<file path="src/rtl/ftoi_if.sv">
// Valid/ready stream bundle for the float-to-int converter: binary32 operand in, int32 result out.
interface ftoi_if;
  logic        in_valid;
  logic        in_ready;
  logic [31:0] in_data;
  logic        out_valid;
  logic        out_ready;
  logic [31:0] out_data;
  logic        out_ovf;
  logic        out_inexact;

  modport slave (
    input  in_valid, in_data, out_ready,
    output in_ready, out_valid, out_data, out_ovf, out_inexact
  );

  modport master (
    output in_valid, in_data, out_ready,
    input  in_ready, out_valid, out_data, out_ovf, out_inexact
  );
endinterface

</file>
<file path="src/rtl/ftoi.sv">
// Pipelined binary32 -> int32 converter: operand capture, decode, shift, round/sign/saturate.
// Define FTOI_RNE_EN for round-to-nearest-even; otherwise the result truncates toward zero.
module ftoi (
  input  logic   clk,
  input  logic   rst,
  ftoi_if.slave  bus
);

  typedef enum logic [2:0] {
    CLS_NORMAL,
    CLS_SMALL,
    CLS_BIG,
    CLS_INF,
    CLS_NAN,
    CLS_MININT
  } cls_e;

  logic        adv;

  logic        op_valid_q;
  logic [31:0] op_q;

  logic        s1_valid_q;
  logic        s1_sign_q,  s1_sign_d;
  logic [7:0]  s1_exp_q,   s1_exp_d;
  logic [23:0] s1_sig_q,   s1_sig_d;
  cls_e        s1_cls_q,   s1_cls_d;

  logic        s2_valid_q;
  logic        s2_sign_q;
  cls_e        s2_cls_q;
  logic [31:0] s2_int_q,    s2_int_d;
  logic        s2_guard_q,  s2_guard_d;
  logic        s2_sticky_q, s2_sticky_d;
  logic [4:0]  shamt;
  logic [55:0] fixed_mag;

  logic        out_valid_q;
  logic [31:0] out_data_q,    out_data_d;
  logic        out_ovf_q,     out_ovf_d;
  logic        out_inexact_q, out_inexact_d;
  logic        inc;
  logic [31:0] rnd_mag;

  // The whole pipeline moves as one; a stalled output freezes every stage.
  assign adv          = !out_valid_q || bus.out_ready;
  assign bus.in_ready = adv;

  // Decode: significand gets the hidden bit unless the operand is zero/denormal.
  always_comb begin
    s1_sign_d = op_q[31];
    s1_exp_d  = op_q[30:23];
    s1_sig_d  = {(op_q[30:23] != 8'd0), op_q[22:0]};
    if (op_q[30:23] == 8'd255) begin
      s1_cls_d = (op_q[22:0] != 23'd0) ? CLS_NAN : CLS_INF;
    end else if (op_q[30:23] >= 8'd158) begin
      // -2^31 is the only in-range value at this exponent.
      s1_cls_d = (op_q[31] && op_q[30:23] == 8'd158 && op_q[22:0] == 23'd0) ? CLS_MININT
                                                                            : CLS_BIG;
    end else if (op_q[30:23] < 8'd126) begin
      s1_cls_d = CLS_SMALL;
    end else begin
      s1_cls_d = CLS_NORMAL;
    end
  end

  assign shamt     = 5'(s1_exp_q - 8'd126);
  assign fixed_mag = {32'd0, s1_sig_q} << shamt;

  // NOTE: every combinational output gets a default first, so no path can infer a latch.
  always_comb begin
    s2_int_d    = 32'd0;
    s2_guard_d  = 1'b0;
    s2_sticky_d = 1'b0;
    unique case (s1_cls_q)
      CLS_NORMAL: begin
        s2_int_d    = fixed_mag[55:24];
        s2_guard_d  = fixed_mag[23];
        s2_sticky_d = |fixed_mag[22:0];
      end
      CLS_SMALL: begin
        s2_sticky_d = |s1_sig_q;
      end
      default: ;
    endcase
  end

  always_comb begin
`ifdef FTOI_RNE_EN
    inc = s2_guard_q & (s2_sticky_q | s2_int_q[0]);
`else
    inc = 1'b0;
`endif
    // Largest exponent-157 magnitude is 2^31-128, so the increment never carries out.
    rnd_mag       = s2_int_q + {31'd0, inc};
    out_data_d    = s2_sign_q ? -rnd_mag : rnd_mag;
    out_ovf_d     = 1'b0;
    out_inexact_d = s2_guard_q | s2_sticky_q;
    unique case (s2_cls_q)
      CLS_NAN: begin
        out_data_d    = 32'h8000_0000;
        out_ovf_d     = 1'b1;
        out_inexact_d = 1'b0;
      end
      CLS_INF, CLS_BIG: begin
        out_data_d    = s2_sign_q ? 32'h8000_0000 : 32'h7FFF_FFFF;
        out_ovf_d     = 1'b1;
        out_inexact_d = 1'b0;
      end
      CLS_MININT: begin
        out_data_d    = 32'h8000_0000;
        out_inexact_d = 1'b0;
      end
      default: ;
    endcase
  end

  // NOTE: state is updated with non-blocking assignments so all stages sample pre-edge values.
  // NOTE: datapath registers are reset as well, since the result port must read zero in reset.
  always_ff @(posedge clk or posedge rst) begin
    if (rst) begin
      op_valid_q    <= 1'b0;
      op_q          <= 32'd0;
      s1_valid_q    <= 1'b0;
      s1_sign_q     <= 1'b0;
      s1_exp_q      <= 8'd0;
      s1_sig_q      <= 24'd0;
      s1_cls_q      <= CLS_SMALL;
      s2_valid_q    <= 1'b0;
      s2_sign_q     <= 1'b0;
      s2_cls_q      <= CLS_SMALL;
      s2_int_q      <= 32'd0;
      s2_guard_q    <= 1'b0;
      s2_sticky_q   <= 1'b0;
      out_valid_q   <= 1'b0;
      out_data_q    <= 32'd0;
      out_ovf_q     <= 1'b0;
      out_inexact_q <= 1'b0;
    end else if (adv) begin
      op_valid_q    <= bus.in_valid;
      op_q          <= bus.in_data;
      s1_valid_q    <= op_valid_q;
      s1_sign_q     <= s1_sign_d;
      s1_exp_q      <= s1_exp_d;
      s1_sig_q      <= s1_sig_d;
      s1_cls_q      <= s1_cls_d;
      s2_valid_q    <= s1_valid_q;
      s2_sign_q     <= s1_sign_q;
      s2_cls_q      <= s1_cls_q;
      s2_int_q      <= s2_int_d;
      s2_guard_q    <= s2_guard_d;
      s2_sticky_q   <= s2_sticky_d;
      out_valid_q   <= s2_valid_q;
      out_data_q    <= out_data_d;
      out_ovf_q     <= out_ovf_d;
      out_inexact_q <= out_inexact_d;
    end
  end

  assign bus.out_valid   = out_valid_q;
  assign bus.out_data    = out_data_q;
  assign bus.out_ovf     = out_ovf_q;
  assign bus.out_inexact = out_inexact_q;

endmodule
</file>
<file path="src/flat_wrapper.sv">
// flat-port wrapper written by rule: the top's interface ports become plain ports
module ftoi_flat 
  (clk, rst, bus_in_valid, bus_in_data, bus_out_ready, bus_in_ready, bus_out_valid, bus_out_data, bus_out_ovf, bus_out_inexact);
  ftoi_if bus_i ();
  input  logic clk;
  input  logic rst;
  input wire logic [$bits(bus_i.in_valid)-1:0] bus_in_valid;
  input wire logic [$bits(bus_i.in_data)-1:0] bus_in_data;
  input wire logic [$bits(bus_i.out_ready)-1:0] bus_out_ready;
  output wire logic [$bits(bus_i.in_ready)-1:0] bus_in_ready;
  output wire logic [$bits(bus_i.out_valid)-1:0] bus_out_valid;
  output wire logic [$bits(bus_i.out_data)-1:0] bus_out_data;
  output wire logic [$bits(bus_i.out_ovf)-1:0] bus_out_ovf;
  output wire logic [$bits(bus_i.out_inexact)-1:0] bus_out_inexact;
  assign bus_i.in_valid = bus_in_valid;
  assign bus_i.in_data = bus_in_data;
  assign bus_i.out_ready = bus_out_ready;
  assign bus_in_ready = bus_i.in_ready;
  assign bus_out_valid = bus_i.out_valid;
  assign bus_out_data = bus_i.out_data;
  assign bus_out_ovf = bus_i.out_ovf;
  assign bus_out_inexact = bus_i.out_inexact;
  ftoi u_core (.clk(clk), .rst(rst), .bus(bus_i));
endmodule
</file>
<file path="config.mk">
export PLATFORM = sky130hd
export DESIGN_NAME = ftoi_flat
export DESIGN_NICKNAME = d
export VERILOG_FILES = /design/src/rtl/ftoi_if.sv /design/src/rtl/ftoi.sv /design/src/flat_wrapper.sv
export SDC_FILE = /design/constraint.sdc
export NUM_CORES = 1
export LEC_CHECK = 0
export CORE_MARGIN = 2
export CORE_UTILIZATION = 58
export CTS_CLUSTER_DIAMETER = 40
export DETAILED_ROUTE_END_ITERATION = 7
export GPL_ROUTABILITY_DRIVEN = 0
export PLACE_DENSITY_LB_ADDON = 0.08
export SYNTH_ARGS = -nofsm -noshare
export SYNTH_HDL_FRONTEND = slang
export SYNTH_SLANG_ARGS = --single-unit
</file>
<file path="constraint.sdc">
create_clock -name clk -period 4.89 [get_ports clk]
set_input_delay 0.7335 -clock clk [delete_from_list [all_inputs] [get_ports clk]]
set_output_delay 0.7335 -clock clk [all_outputs]
set_load 0.1 [all_outputs]
</file>
==> results.md, run 1 <==
* Post-synthesis xor/xnor area fraction at under 10%
* Synthesis Warnings at 0
* Rel. slew slack at 32.96%
* Grt ovf at 0
* CTS tree: built
* IO Pins at 72
* Largest family of logic cells by synthesized area: simple AND/OR/NAND/NOR gates
* Clock tree root buffer cell: clkbuf_16
* Synth Area in Compound Gates at around 16%
* Max clock buf depth at 2
* Remaining DRCs at 0
* Post-synth ARST share at 100.0%
* Netlist cell types at 61
* Core area at 13090 sq um
* Mapped Cells at 842
* Diodes inserted at 0
* Post-synthesis simple-gate area fraction at 20.35%
* Vias in the first global route at between 6k and 7k
* Htree depth at 4
* CTS Buf Count at 17
* Worst skew pair latency at 0.43 ns
* Period utilization at between 60 and 70%
* Worst Tran Pin Value at 1.006 ns
* Total number of vias at 6552
* Mean Syn Cell Area at 9.151 sq um
* Prevailing post-synth register cell: dfrtp_1
* Share of cells above drive strength 1 at under 10%
* First-pass GRT wire length at 31.53 mm
* Gr usage total at roughly 28%
* Fin worst setup slack at 1.730 ns
* CP Class: reg2reg
* Total wire length at 18.79 mm
* Hold_buf cts at 0
* # nets final at 925
* Pin count of the biggest net entering global routing at approximately 100
* Tightest Hold Check Type: reg2reg
* ANT nets after route at 0
* Die height at between 100 and 150 um
* Number of synthesized flops with an enable pin at 0
* MaxCap Viol Count at 0
* Final Max Tran Viols at 0
* Clk sinks at 140
* Setup violations, final at 0
* Post_cts resized at 0
* Cell Rows at between 40 and 50
* Max Clk Rate at 0.3164 GHz
* Post-synthesis adder-cell area fraction at less than 1%
* TritonRoute pass-1 iters at 5
* Wirelength per Cell at 17.46 um
* Setup crit start: u_core.s1_exp_q[1]
* RSZ-0062 raised after global routing: no
* Die Area at 14220 sq um
* Clock-pin slew on the worst setup and hold paths at 0.06 ns
* Crit path top cell by count: o211ai_1
* Commonest cells after routing, fill and taps aside: 255 x nand2_1, 138 x dfrtp_1, 70 x clkdlybuf4s50_1
* Worst-path cell chain: buf_4 > mux4_1 > mux4_2 > clkinv_1 > o211ai_1 > or4_1 > nor4_1 > o211ai_1
* Critical path arrival at 3.45 ns
* Dpl hpwl at 12.79 mm
* Post-Syn Area at 7705 sq um
* CP required at just over 5 ns
* Outcome: completed
* Final Hold Fails at 0
* Vias/cell at ~6.1
* Yosys reg bits at 140
* CP max stage delay at 0.71 ns
* Initial antenna violation count at 0
* Mux share of post-synthesis cell area at 10.07%
* Total negative slack at 0 ns
* Die Wd at between 100 and 150 um
* Starting Density at approximately three fifths
* DR iter-0 viols at 540
* Commonest non-fill, non-tap cell in the layout: nand2_1
* Setup crit start kind: register
* Final min period at ~3.2 ns
* HP Start: u_core.s2_cls_q[0]
* Critical-path top delay cell: mux4_1
* Buffers on Ports at approximately 70
* Mapped Nets at 880
* Area delta synth->final at 18.51%
* Critical-path maximum fanout at 46
* CP Capture Type: register
* Worst Path Buf+Inv at 2
* # Post-CTS Setup Buffers at 0
* Worst r2r src: u_core.s1_exp_q[1]
* Seq/Total Area, Yosys at between 40 and 50%
* Setup Skew at roughly 0.011 ns
* CP delay by family, top: multiplexers
* Setup WS pre-CTS at 1.788 ns
==> registers in the layout, summed over array words and instances (netlist names), 3 cells and up <==
register             flops
u_core.bus.out_data     32
u_core.op_q             32
u_core.s1_cls_q          3
u_core.s1_exp_q          5
u_core.s1_sig_q         24
u_core.s2_cls_q          3
u_core.s2_int_q         31
==> layout make-up <==
type	instances	area, sq um
Timing Repair Buffer	82	803.3
Inverter	11	45.04
Tap cell	176	220.2
Multi-Input combinational cell	635	3894
Clock buffer	19	452.9
Fill cell	997	3954
Clock inverter	13	210.2
Sequential cell	140	3506
==> final timing paths <==
| check | cells past startpoint | slack, ns | endpoint |
|---|---|---|---|
| max | 8 | 1.73 | u_core.s2_sticky_q |
| min | 2 | 0.45 | u_core.s2_cls_q[0] |
| max reg2reg | 8 | 1.73 | u_core.s2_sticky_q |
| min reg2reg | 2 | 0.45 | u_core.s2_cls_q[0] |
| max in group asynchronous | 3 | 3.16 | u_core.bus.out_data[11] |
| min in group asynchronous | 2 | 0.84 | u_core.bus.out_data[15] |
==> worst min-delay path, cell delays in order (launching register included) <==
cell and delay (ns):
dfstp_2 0.37, nand2_1 0.04, nand2_1 0.04
==> per-stage QoR <==
step | cell area [sq um] | hold WS, ns | util, % | instances
after floorplan | 7705 | 0.4300 | - | 842
after CTS | 9131 | 0.4543 | 69.78 | 1076
final | 9131 | 0.4516 | 69.78 | 1076
after detailed placement | 8468 | 0.4458 | 64.72 | 1044
after global routing | 9131 | 0.4804 | 69.78 | 1076
after global placement | 8468 | 0.4429 | 64.72 | 1044
==> cell families (layout without fill, tap and decap cells) <==
kind of cell,Yosys count,in the layout
multiplexers,46,46
adder cells (fa/ha/maj),2,2
AO/OA/AOI/OAI,187,187
buffers and inverters,67,125
flip-flops,140,140
XOR/XNOR,32,32
AND/OR/NAND/NOR,368,368
==> per-layer routing <==
layer	global-route usage, %	wire length [um]	share of wire (%)	vias to the layer above
met5	0	0	0	-
met3	5.843	1062	5.7	68
met4	11.83	725	3.9	0
met2	46.88	9498	51	290
met1	35.40	7502	40	3121
li1	-	-	-	3073
==> synthesized netlist by cell type, types with 5 or more instances <==
cell type | count | area (sq um)
mux2_2 | 9 | 101.4
mux2i_1 | 16 | 160.2
nor3_1 | 12 | 60.06
a22o_1 | 15 | 131.4
buf_6 | 7 | 78.83
nand3_1 | 15 | 75.07
xnor2_1 | 6 | 52.55
o21ai_0 | 68 | 340.3
xor2_1 | 26 | 227.7
dfrtp_1 | 138 | 3453
inv_1 | 8 | 30.03
clkbuf_1 | 37 | 138.9
mux4_2 | 10 | 225.2
a31oi_1 | 7 | 43.79
nand4_1 | 6 | 37.54
and3_1 | 5 | 31.28
a21oi_1 | 24 | 120.1
nor4_1 | 13 | 81.33
nor2_1 | 37 | 138.9
o31ai_1 | 9 | 67.56
buf_1 | 5 | 18.77
mux4_1 | 11 | 289.0
nand2_1 | 255 | 957.2
o21a_1 | 28 | 210.2
Power of run 1 is left out: the tool's default activity adds up to more than one toggle a clock period on the data nets, which glitch-free logic cannot reach.
==> run 2, diff against run 1 <==
Settings changed: CORE_UTILIZATION 58 to 52.
Clock period 4.89 ns to 2.9 ns, I/O delays scaled along.
==> run 2 against run 1 <==
  * Routed wire length is 0.66% lower
  * Clock skew shrank 0.0052 ns
  * Cell count rose by 2.5%
  * Die area rose by 11%
  * Core utilization down 5.9 points
  * Critical endpoint unchanged
  * Highest routed layer unchanged
==> results.md, run 2 (synthesis results as in run 1) <==
* Outcome: completed
* Reg area at 3508 sq um
* Initial antenna violation count at 0
* RR Endpoint: u_core.s2_sticky_q
* Diodes inserted at 0
* Starting Density at 53.21%
* Fillers at 1216
* Commonest cells after routing, fill and taps aside: 255 x nand2_1, 136 x dfrtp_1, 68 x o21ai_0
* Tightest Hold Check Type: reg2reg
* CTS Buf Count at 17
* Final Hold Fails at 0
* Setup crit start kind: register
* Critical-path maximum fanout at 13
* Max clock buf depth at 2
* DR iter-0 viols at 665
* Die Wd at 125.7 um
* Worst skew pair latency at 0.42 ns
* Clock-pin slew on the worst setup and hold paths at 0.06 ns
* Critical path arrival at 3.07 ns
* Total wire length at 18.66 mm
* CTS tree: built
* Setup crit start: u_core.s1_exp_q[1]
* Max Clk Rate at roughly 0.36 GHz
* Wirelength per Cell at about 17 um
* Remaining DRCs at 0
* # nets final at around 940
* Die height at 125.7 um
* Core area at 14480 sq um
* Clock tree root buffer cell: clkbuf_16
* Final min period at 2.789 ns
* CP Class: reg2reg
* Hold_buf cts at 0
* Buffers on Ports at 71
* ANT nets after route at 0
* Dpl hpwl at 13.23 mm
* Setup violations, final at 0
* Period utilization at about 96%
* Cell Rows at 44
* TritonRoute pass-1 iters at 5
* Area delta synth->final at 20.04%
* Vias/cell at approximately 6
* Cell area after layout at 9249 sq um
* Final Util at 63.88%
* Vias in the first global route at approximately 6.2k
* First-pass GRT wire length at 31.50 mm
* Area of the multi-input gates at 3911 sq um
* Pin count of the biggest net entering global routing at 141
* Commonest non-fill, non-tap cell in the layout: nand2_1
* RSZ-0062 raised after global routing: no
* Total negative slack at 0 ns
* Htree depth at 4
* Worst r2r src: u_core.s1_exp_q[1]
* Grt ovf at 0
* Die Area at 15810 sq um
* CP Capture Type: register
* Total number of vias at about 6.5k
* Setup Skew at 0.005442 ns
* CP Capture Point: u_core.s2_sticky_q
* Rel. slew slack at 43.07%
* Worst Tran Pin Value at 0.8540 ns
* R2r setup slk at 0.11 ns
* Gr usage total at 24.70%
* Post-DP Area at 8557 sq um
* MaxCap Viol Count at 0
* CP required at 3.18 ns
* IO Pins at 72
* Share of cells above drive strength 1 at 14.69%
* Reg2Reg Depth at 8
* Final Max Tran Viols at 0
* Clk sinks at 140
run 2: changes by cell type in the layout (fill, tap and decap cells not counted), moves of 2 or more:
cell,change
buf_4,+49
inv_6,-2
dfrtp_1,-2
clkdlybuf4s50_1,-35
clkinv_2,+2
buf_12,+3
dfrtp_2,+2
run 2: layer usage:
layer | global-route usage [%] | vias up | wire [um] | share of wire [%]
li1 | - | 3094 | - | -
met5 | 0 | - | 0 | 0
met2 | 40.41 | 219 | 9210 | 49
met4 | 11.44 | 0 | 626 | 3.4
met3 | 5.013 | 52 | 884 | 4.7
met1 | 31.82 | 3091 | 7941 | 43
run 2: cell type report:
| type | instances | area share [%] |
|---|---|---|
| inverters | 11 | 0.5005 |
| multi-input cells | 635 | 42.29 |
| repair buffers | 101 | 9.916 |
| clock inverters | 11 | 1.786 |
| flip-flops and latches | 140 | 37.93 |
| clock buffers | 21 | 5.087 |
| well taps | 184 | 2.489 |
run 2: critical path, stage by stage, from the launching register on:
cell and delay, ns:
dfrtp_2 0.41, buf_12 0.16, mux4_1 0.61, mux4_2 0.48, clkinv_1 0.07, o211ai_1 0.08, or4_1 0.42, nor4_1 0.29
o211ai_1 0.12
run 2: timing repair:
item	CTS	global route
setup buffers	0	1
setup endpoints to repair	0	1
resized for setup	0	6
run 2: metrics by stage:
| stage | hold slack (ns) | instances | setup WS, ns |
|---|---|---|---|
| 5_1_grt | 0.4988 | 1103 | 0.002575 |
| 2_1_floorplan | 0.4300 | 842 | 0.2945 |
| 6_report | 0.4564 | 1103 | 0.1109 |
| 3_3_place_gp | 0.4415 | 1069 | 0.1531 |
| 4_1_cts | 0.4599 | 1101 | 0.02867 |
| 3_5_place_dp | 0.4468 | 1069 | 0.04717 |
run 2: worst min path at each step:
stage	start	end	slack [ns]	depth (start not counted)
floorplan	u_core.s2_valid_q	u_core.s2_valid_q	0.43	2
global placement	u_core.s2_valid_q	u_core.s2_valid_q	0.44	2
detailed placement	u_core.s2_valid_q	u_core.s2_valid_q	0.45	2
CTS	u_core.s2_valid_q	u_core.s2_valid_q	0.46	2
global route	u_core.s2_valid_q	u_core.bus.out_valid	0.50	1
finish	u_core.s2_valid_q	u_core.s2_valid_q	0.46	2
Power of run 2 is left out for the same reason.
==> run 3, diff against run 2 <==
Settings changed: ABC_AREA set to 0, CORE_UTILIZATION 52 to 30.
==> run 3 against run 2 <==
  * Critical endpoint unchanged
  * Via count decreased by 0.76%
  * Routed wire length up 16%
  * Clock-buffer cell count grew 1
  * Design area is 2.7% higher
  * Critical path type unchanged
  * Global-route usage down 8.0 points
  * Fmax is 1.8% higher
  * Register-to-register slack better by 0.05 ns
  * Setup slack improved by 0.049 ns
  * Cell count increased by 15%
  * First-iteration DRC count is 52% lower
==> results.md, run 3 (synthesis results as in run 1) <==
* Pin count of the biggest net entering global routing at 93
* Worst-path cell chain: buf_12 > buf_12 > mux4_2 > mux2_2 > mux2i_2 > o211ai_1 > or4_1 > nor4_2 > o211ai_1
* Placed Cells at 1230
* CP max stage delay at 0.55 ns
* Hold Slack at 0.4595 ns
* Clock-pin slew on the worst setup and hold paths at 0.06 ns
* Final Max Tran Viols at 0
* Tightest Hold Check Type: reg2reg
* Initial antenna violation count at 0
* Share of cells above drive strength 1 at between 10% and 20%
* RSZ-0062 raised after global routing: no
* Cell area after layout at 9502 sq um
* DR iter-0 viols at 319
* WL met2 at 10.56 mm
* Final Non-Filler Cells at 1263
* Fillers at 2618
* ANT nets after route at 0
* Commonest non-fill, non-tap cell in the layout: nand2_1
* Worst skew pair latency at 0.42 ns
* IO Pins at 72
* Starting Density at 30.60%
* Rel. slew slack at 38.66%
* Cell Rows at 58
* CP delay by family, top: multiplexers
* Total negative slack at 0 ns
* Max Clk Rate at 0.3649 GHz
* Max layer used: met4
* Period utilization at approximately 94%
* Hold_buf cts at 0
* Die Area at 26980 sq um
* Clock tree root buffer cell: clkbuf_16
* Buffers on Ports at between 70 and 80
* Outcome: completed
* Diodes inserted at 0
* Post-DP Area at 8891 sq um
* Total number of vias at 6407
* CP required at 3.18 ns
* Worst Tran Pin Value at 0.9167 ns
* Remaining DRCs at 0
* Met3 Wirelength at between 800 and 900 um
* Gr usage total at 16.65%
* TritonRoute pass-1 iters at 5
* Dpl hpwl at between 15 and 20 mm
* Setup violations, final at 0
* Core area at 25180 sq um
* Critical-path maximum fanout at 9
* R2r setup slk at 0.16 ns
* Setup Skew at 0.01121 ns
* Clk sinks at 140
* First-pass GRT wire length at ~35 mm
* Die height at 164.3 um
* CTS Buf Count at 17
* CP Capture Type: register
* Commonest cells after routing, fill and taps aside: 255 x nand2_1, 137 x dfrtp_1, 74 x buf_4
* Wirelength per Cell at 17.16 um
* Setup crit start kind: register
* Vias in the first global route at 6421
* Max clock buf depth at 2
* Worst Path Buf+Inv at 2
* CTS tree: built
* MaxCap Viol Count at 0
* Final Hold Fails at 0
* Htree depth at 4
* Critical-path top delay cell: mux4_2
* Grt ovf at 0
* Critical path arrival at 3.02 ns
* CP Class: reg2reg
* Final min period at 2.740 ns
* # nets final at 959
* Area delta synth->final at 23.32%
* Die Wd at ~160 um
* Vias/cell at 5.073
* Total wire length at 21.67 mm
* Met1 Routed Length at 9.888 mm
[run 3: cell types whose count changed in the layout (fill, tap and decap cells not counted), sizes merged]
cell      previous run  this run
buf                 65        81
bufinv               4         1
clkinv               9         7
inv                  7         9
clkinvlp             2         3
[run 3: timing repair]
item,CTS,global route
setup endpoints to repair,1,1
buffers inserted,0,2
resized for setup,1,3
pin swaps,0,1
endpoints found under the hold margin,0,0
[run 3: final timing paths]
kind / from / to / depth (start not counted)
worst max-delay path: u_core.s1_exp_q[1] / u_core.s2_sticky_q / 9
worst min-delay path: u_core.s2_valid_q / u_core.bus.out_valid / 1
worst max register to register: u_core.s1_exp_q[1] / u_core.s2_sticky_q / 9
worst min register to register: u_core.s2_valid_q / u_core.bus.out_valid / 1
max in group asynchronous: rst / u_core.s2_int_q[21] / 3
min in group asynchronous: rst / u_core.op_q[21] / 3
[run 3: layout make-up]
| type | count | area [sq um] | area share (%) |
|---|---|---|---|
| clock buffer | 22 | 484.2 | 5.096 |
| clock inverter | 9 | 86.33 | 0.9086 |
| inverter | 11 | 46.29 | 0.4872 |
| multi-input combinational | 635 | 3919 | 41.24 |
| sequential | 140 | 3507 | 36.91 |
| tap | 330 | 412.9 | 4.346 |
| timing repair buffer | 116 | 1046 | 11.01 |
[run 3: metal layers]
metal | global-route usage (%) | vias to the layer above
met5 | 0 | -
met4 | 4.705 | 0
met3 | 3.434 | 23
met2 | 28.39 | 149
met1 | 21.34 | 3102
li1 | - | 3133
[run 3: metrics by stage]
stage / utilization (%) / worst slack [ns]
3_5_place_dp: 35.31 / 0.01501
4_1_cts: 37.62 / 0.01197
6_report: 37.73 / 0.1596
5_1_grt: 37.73 / 0.09375
3_3_place_gp: 35.31 / 0.07543
2_1_floorplan: - / 0.2945
[run 3: worst reg2reg max path, cell delays in order, from the launching register on]
cell and delay, ns:
dfrtp_2 0.41, buf_12 0.14, buf_12 0.14, mux4_2 0.55
mux2_2 0.31, mux2i_2 0.19, o211ai_1 0.14, or4_1 0.43
nor4_2 0.18, o211ai_1 0.11
Power of run 3 is left out for the same reason.
